===== src/rtl/fp_mul_wb_queue.sv =====
// fp_mul_wb_queue: FP multiply result writeback queue with NaN/inf/subnormal classification and sticky flags
module fp_mul_wb_queue #(
  parameter int DATA_WIDTH = 64,
  parameter int DEPTH = 4
) (
  input  logic                      in_clk,
  input  logic                      in_rst_n,
  input  logic                      in_valid,
  output logic                      out_ready,
  input  logic [DATA_WIDTH-1:0]     in_result,
  input  logic                      in_fmt,
  input  logic [4:0]                in_rd,
  output logic                      out_wb_valid,
  input  logic                      in_wb_ready,
  output logic [DATA_WIDTH-1:0]     out_wb_data,
  output logic [4:0]                out_wb_rd,
  output logic                      out_wb_fmt,
  output logic [4:0]                out_wb_flags,
  input  logic                      in_flags_clr,
  output logic [4:0]                out_fflags,
  output logic [$clog2(DEPTH):0]    out_count
);
  localparam int AW = $clog2(DEPTH);
  localparam int CW = AW + 1;
  logic [DATA_WIDTH-1:0] data_q [DEPTH];
  logic [4:0]            rd_q [DEPTH];
  logic                  fmt_q [DEPTH];
  logic [4:0]            flags_q [DEPTH];
  logic [AW-1:0]         wptr_q, wptr_d, rptr_q, rptr_d;
  logic [CW-1:0]         count_q, count_d;
  logic [4:0]            fflags_q, fflags_d, deq_flags;
  logic [DATA_WIDTH-1:0] cls_data;
  logic [4:0]            cls_flags;
  logic                  enq, deq;
  assign out_ready    = in_rst_n && (count_q < CW'(DEPTH));
  assign out_wb_valid = count_q != '0;
  assign enq          = in_valid && out_ready;
  assign deq          = out_wb_valid && in_wb_ready && in_rst_n;
  assign out_wb_data  = data_q[rptr_q];
  assign out_wb_rd    = rd_q[rptr_q];
  assign out_wb_fmt   = fmt_q[rptr_q];
  assign out_wb_flags = flags_q[rptr_q];
  assign out_fflags   = fflags_q;
  assign out_count    = count_q;
  // flags are {NV,DZ,OF,UF,NX}; DZ can never arise from a multiply result here
  always_comb begin
    cls_data  = in_result;
    cls_flags = '0;
    if (in_fmt) begin
      if (&in_result[62:52] && |in_result[51:0]) begin
        cls_data  = 64'h7FF8000000000000;
        cls_flags = {~in_result[51], 4'b0000};
      end else if (&in_result[62:52]) begin
        cls_flags = 5'b00101;
      end else if (~|in_result[62:52] && |in_result[51:0]) begin
        cls_data  = {in_result[63], 63'b0};
        cls_flags = 5'b00011;
      end
    end else if (~&in_result[63:32]) begin
      cls_data  = 64'hFFFFFFFF7FC00000;
      cls_flags = 5'b10000;
    end else if (&in_result[30:23] && |in_result[22:0]) begin
      cls_data  = 64'hFFFFFFFF7FC00000;
      cls_flags = {~in_result[22], 4'b0000};
    end else if (&in_result[30:23]) begin
      cls_flags = 5'b00101;
    end else if (~|in_result[30:23] && |in_result[22:0]) begin
      cls_data  = {32'hFFFFFFFF, in_result[31], 31'b0};
      cls_flags = 5'b00011;
    end
  end
  always_comb begin
    wptr_d    = wptr_q + AW'(enq);
    rptr_d    = rptr_q + AW'(deq);
    count_d   = count_q + CW'(enq) - CW'(deq);
    deq_flags = deq ? flags_q[rptr_q] : 5'b0;
    fflags_d  = in_flags_clr ? deq_flags : (fflags_q | deq_flags);
  end
  always_ff @(posedge in_clk) begin
    if (!in_rst_n) begin
      wptr_q   <= '0;
      rptr_q   <= '0;
      count_q  <= '0;
      fflags_q <= '0;
      for (int i = 0; i < DEPTH; i++) begin
        data_q[i]  <= '0;
        rd_q[i]    <= '0;
        fmt_q[i]   <= 1'b0;
        flags_q[i] <= '0;
      end
    end else begin
      wptr_q   <= wptr_d;
      rptr_q   <= rptr_d;
      count_q  <= count_d;
      fflags_q <= fflags_d;
      if (enq) begin
        data_q[wptr_q]  <= cls_data;
        rd_q[wptr_q]    <= in_rd;
        fmt_q[wptr_q]   <= in_fmt;
        flags_q[wptr_q] <= cls_flags;
      end
    end
  end
endmodule


===== config.mk =====
export PLATFORM = sky130hd
export DESIGN_NAME = fp_mul_wb_queue
export DESIGN_NICKNAME = d
export VERILOG_FILES = /design/src/rtl/fp_mul_wb_queue.sv
export SDC_FILE = /design/constraint.sdc
export NUM_CORES = 1
export LEC_CHECK = 0
export ABC_AREA = 1
export CAP_MARGIN = 10
export CORE_MARGIN = 3
export CORE_UTILIZATION = 50
export CTS_CLUSTER_DIAMETER = 200
export DETAILED_ROUTE_END_ITERATION = 10
export GPL_TIMING_DRIVEN = 0
export PLACE_DENSITY = 0.75
export SYNTH_ARGS = -nofsm -noshare
export SYNTH_HDL_FRONTEND = slang
export SYNTH_SLANG_ARGS = --single-unit

===== constraint.sdc =====
create_clock -name in_clk -period 9.4 [get_ports in_clk]
set_input_delay 1.88 -clock in_clk [delete_from_list [all_inputs] [get_ports in_clk]]
set_output_delay 1.88 -clock in_clk [all_outputs]
set_load 0.03 [all_outputs]

==> qor.csv <==
metric,value,unit
Final min period,5.57,ns
worst skew pair latency,0.56,ns
Seq cells post-synth,307,
Flop pwr share,0.418,
"count leader, synth",nor2_1,
hold_buf cts,0,
Inserted Clock Buffers,31,
I/O pin cnt,160,
CTS Sinks,307,
Synth top area share,0.621,
Vias,11600,
sw power,1.28,mW
RSZ-0062 raised after global routing,false,
post-cts gate resize count,0,
required time worst endpoint,7.52,ns
I/O Buffers,157,
post-route ant nets,0,
flop2flop setup slack,6.29,ns
Synth top cells by count,"nor2_1, edfxtp_1, o21ai_0",
MaxCap Viol Count,0,
status,"finished, final reports clean",
WS Path Type,flop to output pin,
Max Freq,179,MHz
Hold Crit Class,flop to flop,
CP Capture Type,output pin,
CTS root buffer,clkbuf_16,
final net count,1691,
largest net degree at the start of global routing,58,
Clock Power Share,0.306,
clk buf depth,3,
Final Max Slew Viols,0,
P_int,2.71,mW
Net Sw Frac,0.321,
worst-margin pin slew,0.899,ns
Synth Instances,1411,
"Data arrival, critical path",3.69,ns
hold slack,0.463,ns
P&R area growth vs syn,23.0,%
Synth Area per Inst,10.0,um2
Max IR drop VDD,0.159,mV
post-DP HPWL,27300,um
Clock transition at path regs,0.06,ns
Setup Viol. Count Final,0,
CP startpoint kind,flop,
dominant synthesized flop cell,edfxtp_1,
# rows,61,
die height,174,um
post-synth cell types,36,
first-pass GRT wire length,62600,um
vias in the first global route,11300,
Wirelength per Cell,20.3,um
Die Wd,174,um
postcts setup bufs,0,
Core ar.,0.0279,mm2
initial antenna violation count,0,
CTS tree,yes,
DRT Pass-1 Iters,9,
total power,3.99,mW
Iter 0 DRT Violations,1429,
# diodes,0,
final worst path period share,0.593,
grt ovf,0,
vias per inst,5.79,
H-tree levels,1,
register area share after synthesis,0.641,
fill cell count,2220,
gp weighted congestion,0.863,
Synth Cell Area,0.0142,mm2
Synth area leaders,"edfxtp_1, nor2_1, o21ai_0, o22ai_1, nor3_1",
full die area,0.0304,mm2
Logic pwr share,0.276,
Yosys warnings,0,
pre-CTS setup slack,4.09,ns
P_leak,6.55,nW
final hold vios,0,
post-layout worst setup margin,3.83,ns
async set-reset flop share out of synthesis,0,
DRC viols,0,
Pwr per Cell Area,229,mW/mm2
"area leader, netlist",edfxtp_1,
fraction of layout cells with a size suffix above 1,0.0797,
"EDFF count, synth",293,
Starting Density,0.509,
GRT Util Overall,0.262,
routed wire length,40900,um
Layout Skew,0.00743,ns
CP Max Fanout,10,
Rel. slew slack,0.401,
[layout by cell type (no fill, tap or decap), types with 2 or more instances in the layout]
cell type / count
inv_1: 81
nand2_4: 4
clkdlybuf4s50_1: 157
buf_1: 6
clkinv_4: 2
conb_1: 2
o21ai_0: 152
buf_2: 22
nor3_1: 78
nand4_1: 5
nor2_1: 408
buf_16: 4
edfxtp_1: 293
nand2_2: 4
clkinv_1: 3
nor2_2: 3
clkbuf_1: 69
bufinv_16: 3
nand2_1: 100
clkinv_2: 3
o22ai_1: 74
clkbuf_8: 3
buf_4: 4
clkbuf_16: 31
nand3_2: 20
inv_2: 2
ha_1: 4
xnor2_1: 2
buf_6: 7
nand3_1: 42
a21oi_1: 9
dfxtp_1: 14
nor3_2: 6
buf_8: 5
[critical path, stage by stage (launching register included)]
cell and delay [ns]:
dfxtp_1 0.52, buf_2 0.30, clkbuf_1 0.62, clkbuf_1 0.50
nor2_1 0.12, o22ai_1 0.32, clkdlybuf4s50_1 0.75
[metrics by stage]
stage	cell area [um2]	utilization	setup TNS, ns	cells
global route	17400	0.626	0	2010
detailed placement	16400	0.590	0	1956
finish	17400	0.626	0	2010
floorplan	14200	-	0	1412
CTS	17400	0.626	0	2010
global placement	16200	0.582	-283.35	1947
[cell families (layout without fill, tap and decap cells)]
kind of cell	count (synthesis)	after routing	synth area share
flip-flops	307	307	0.641
other	1	2	0.000265
adder cells (fa/ha/maj)	5	5	0.00494
AND/OR/NAND/NOR	674	674	0.205
XOR/XNOR	3	3	0.00185
AO/OA/AOI/OAI	236	236	0.0900
buffers and inverters	185	405	0.0573
[worst paths after layout]
| check | start | end | cells past startpoint |
|---|---|---|---|
| worst max-delay path | rptr_q[0] | out_wb_data[31] | 6 |
| worst min-delay path | out_fflags[0] | out_fflags[0] | 2 |
| worst max register to register | out_count[2] | data_q[0][26] | 8 |
| worst min register to register | out_fflags[0] | out_fflags[0] | 2 |
[power groups by stage]
stage / clock (mW) / combinational [mW] / sequential (mW)
after global routing: 1.27 / 1.17 / 1.68
after detailed placement: 0 / 1.09 / 1.70
final: 1.22 / 1.10 / 1.67
after floorplan: 0 / 0.598 / 1.72
after global placement: 0 / 1.04 / 1.72
after CTS: 1.22 / 1.09 / 1.67
[registers in the layout (all words and copies together), names as in the netlist]
signal	flops
out_fflags	4
wptr_q	2
rptr_q	2
fmt_q	4
out_count	3
data_q	256
rd_q	20
flags_q	16
[cell type report]
class,instances,area (um2),share of cell area
inverter,85,322,0.0185
tap,378,473,0.0271
multi-input combinational,920,4320,0.248
clock buffer,43,851,0.0488
timing repair buffer,166,1750,0.101
clock inverter,11,138,0.00790
sequential,307,9080,0.521
buffer,100,490,0.0281
[per-layer routing]
metal | GRT usage | vias to the layer above | routed length [um]
met5 | 0 | - | 0
met4 | 0.0891 | 0 | 1060
met3 | 0.0463 | 80 | 4540
met2 | 0.437 | 736 | 20000
met1 | 0.350 | 5552 | 15300
li1 | - | 5268 | -
Note: power is estimated with default switching activity, not from simulation.
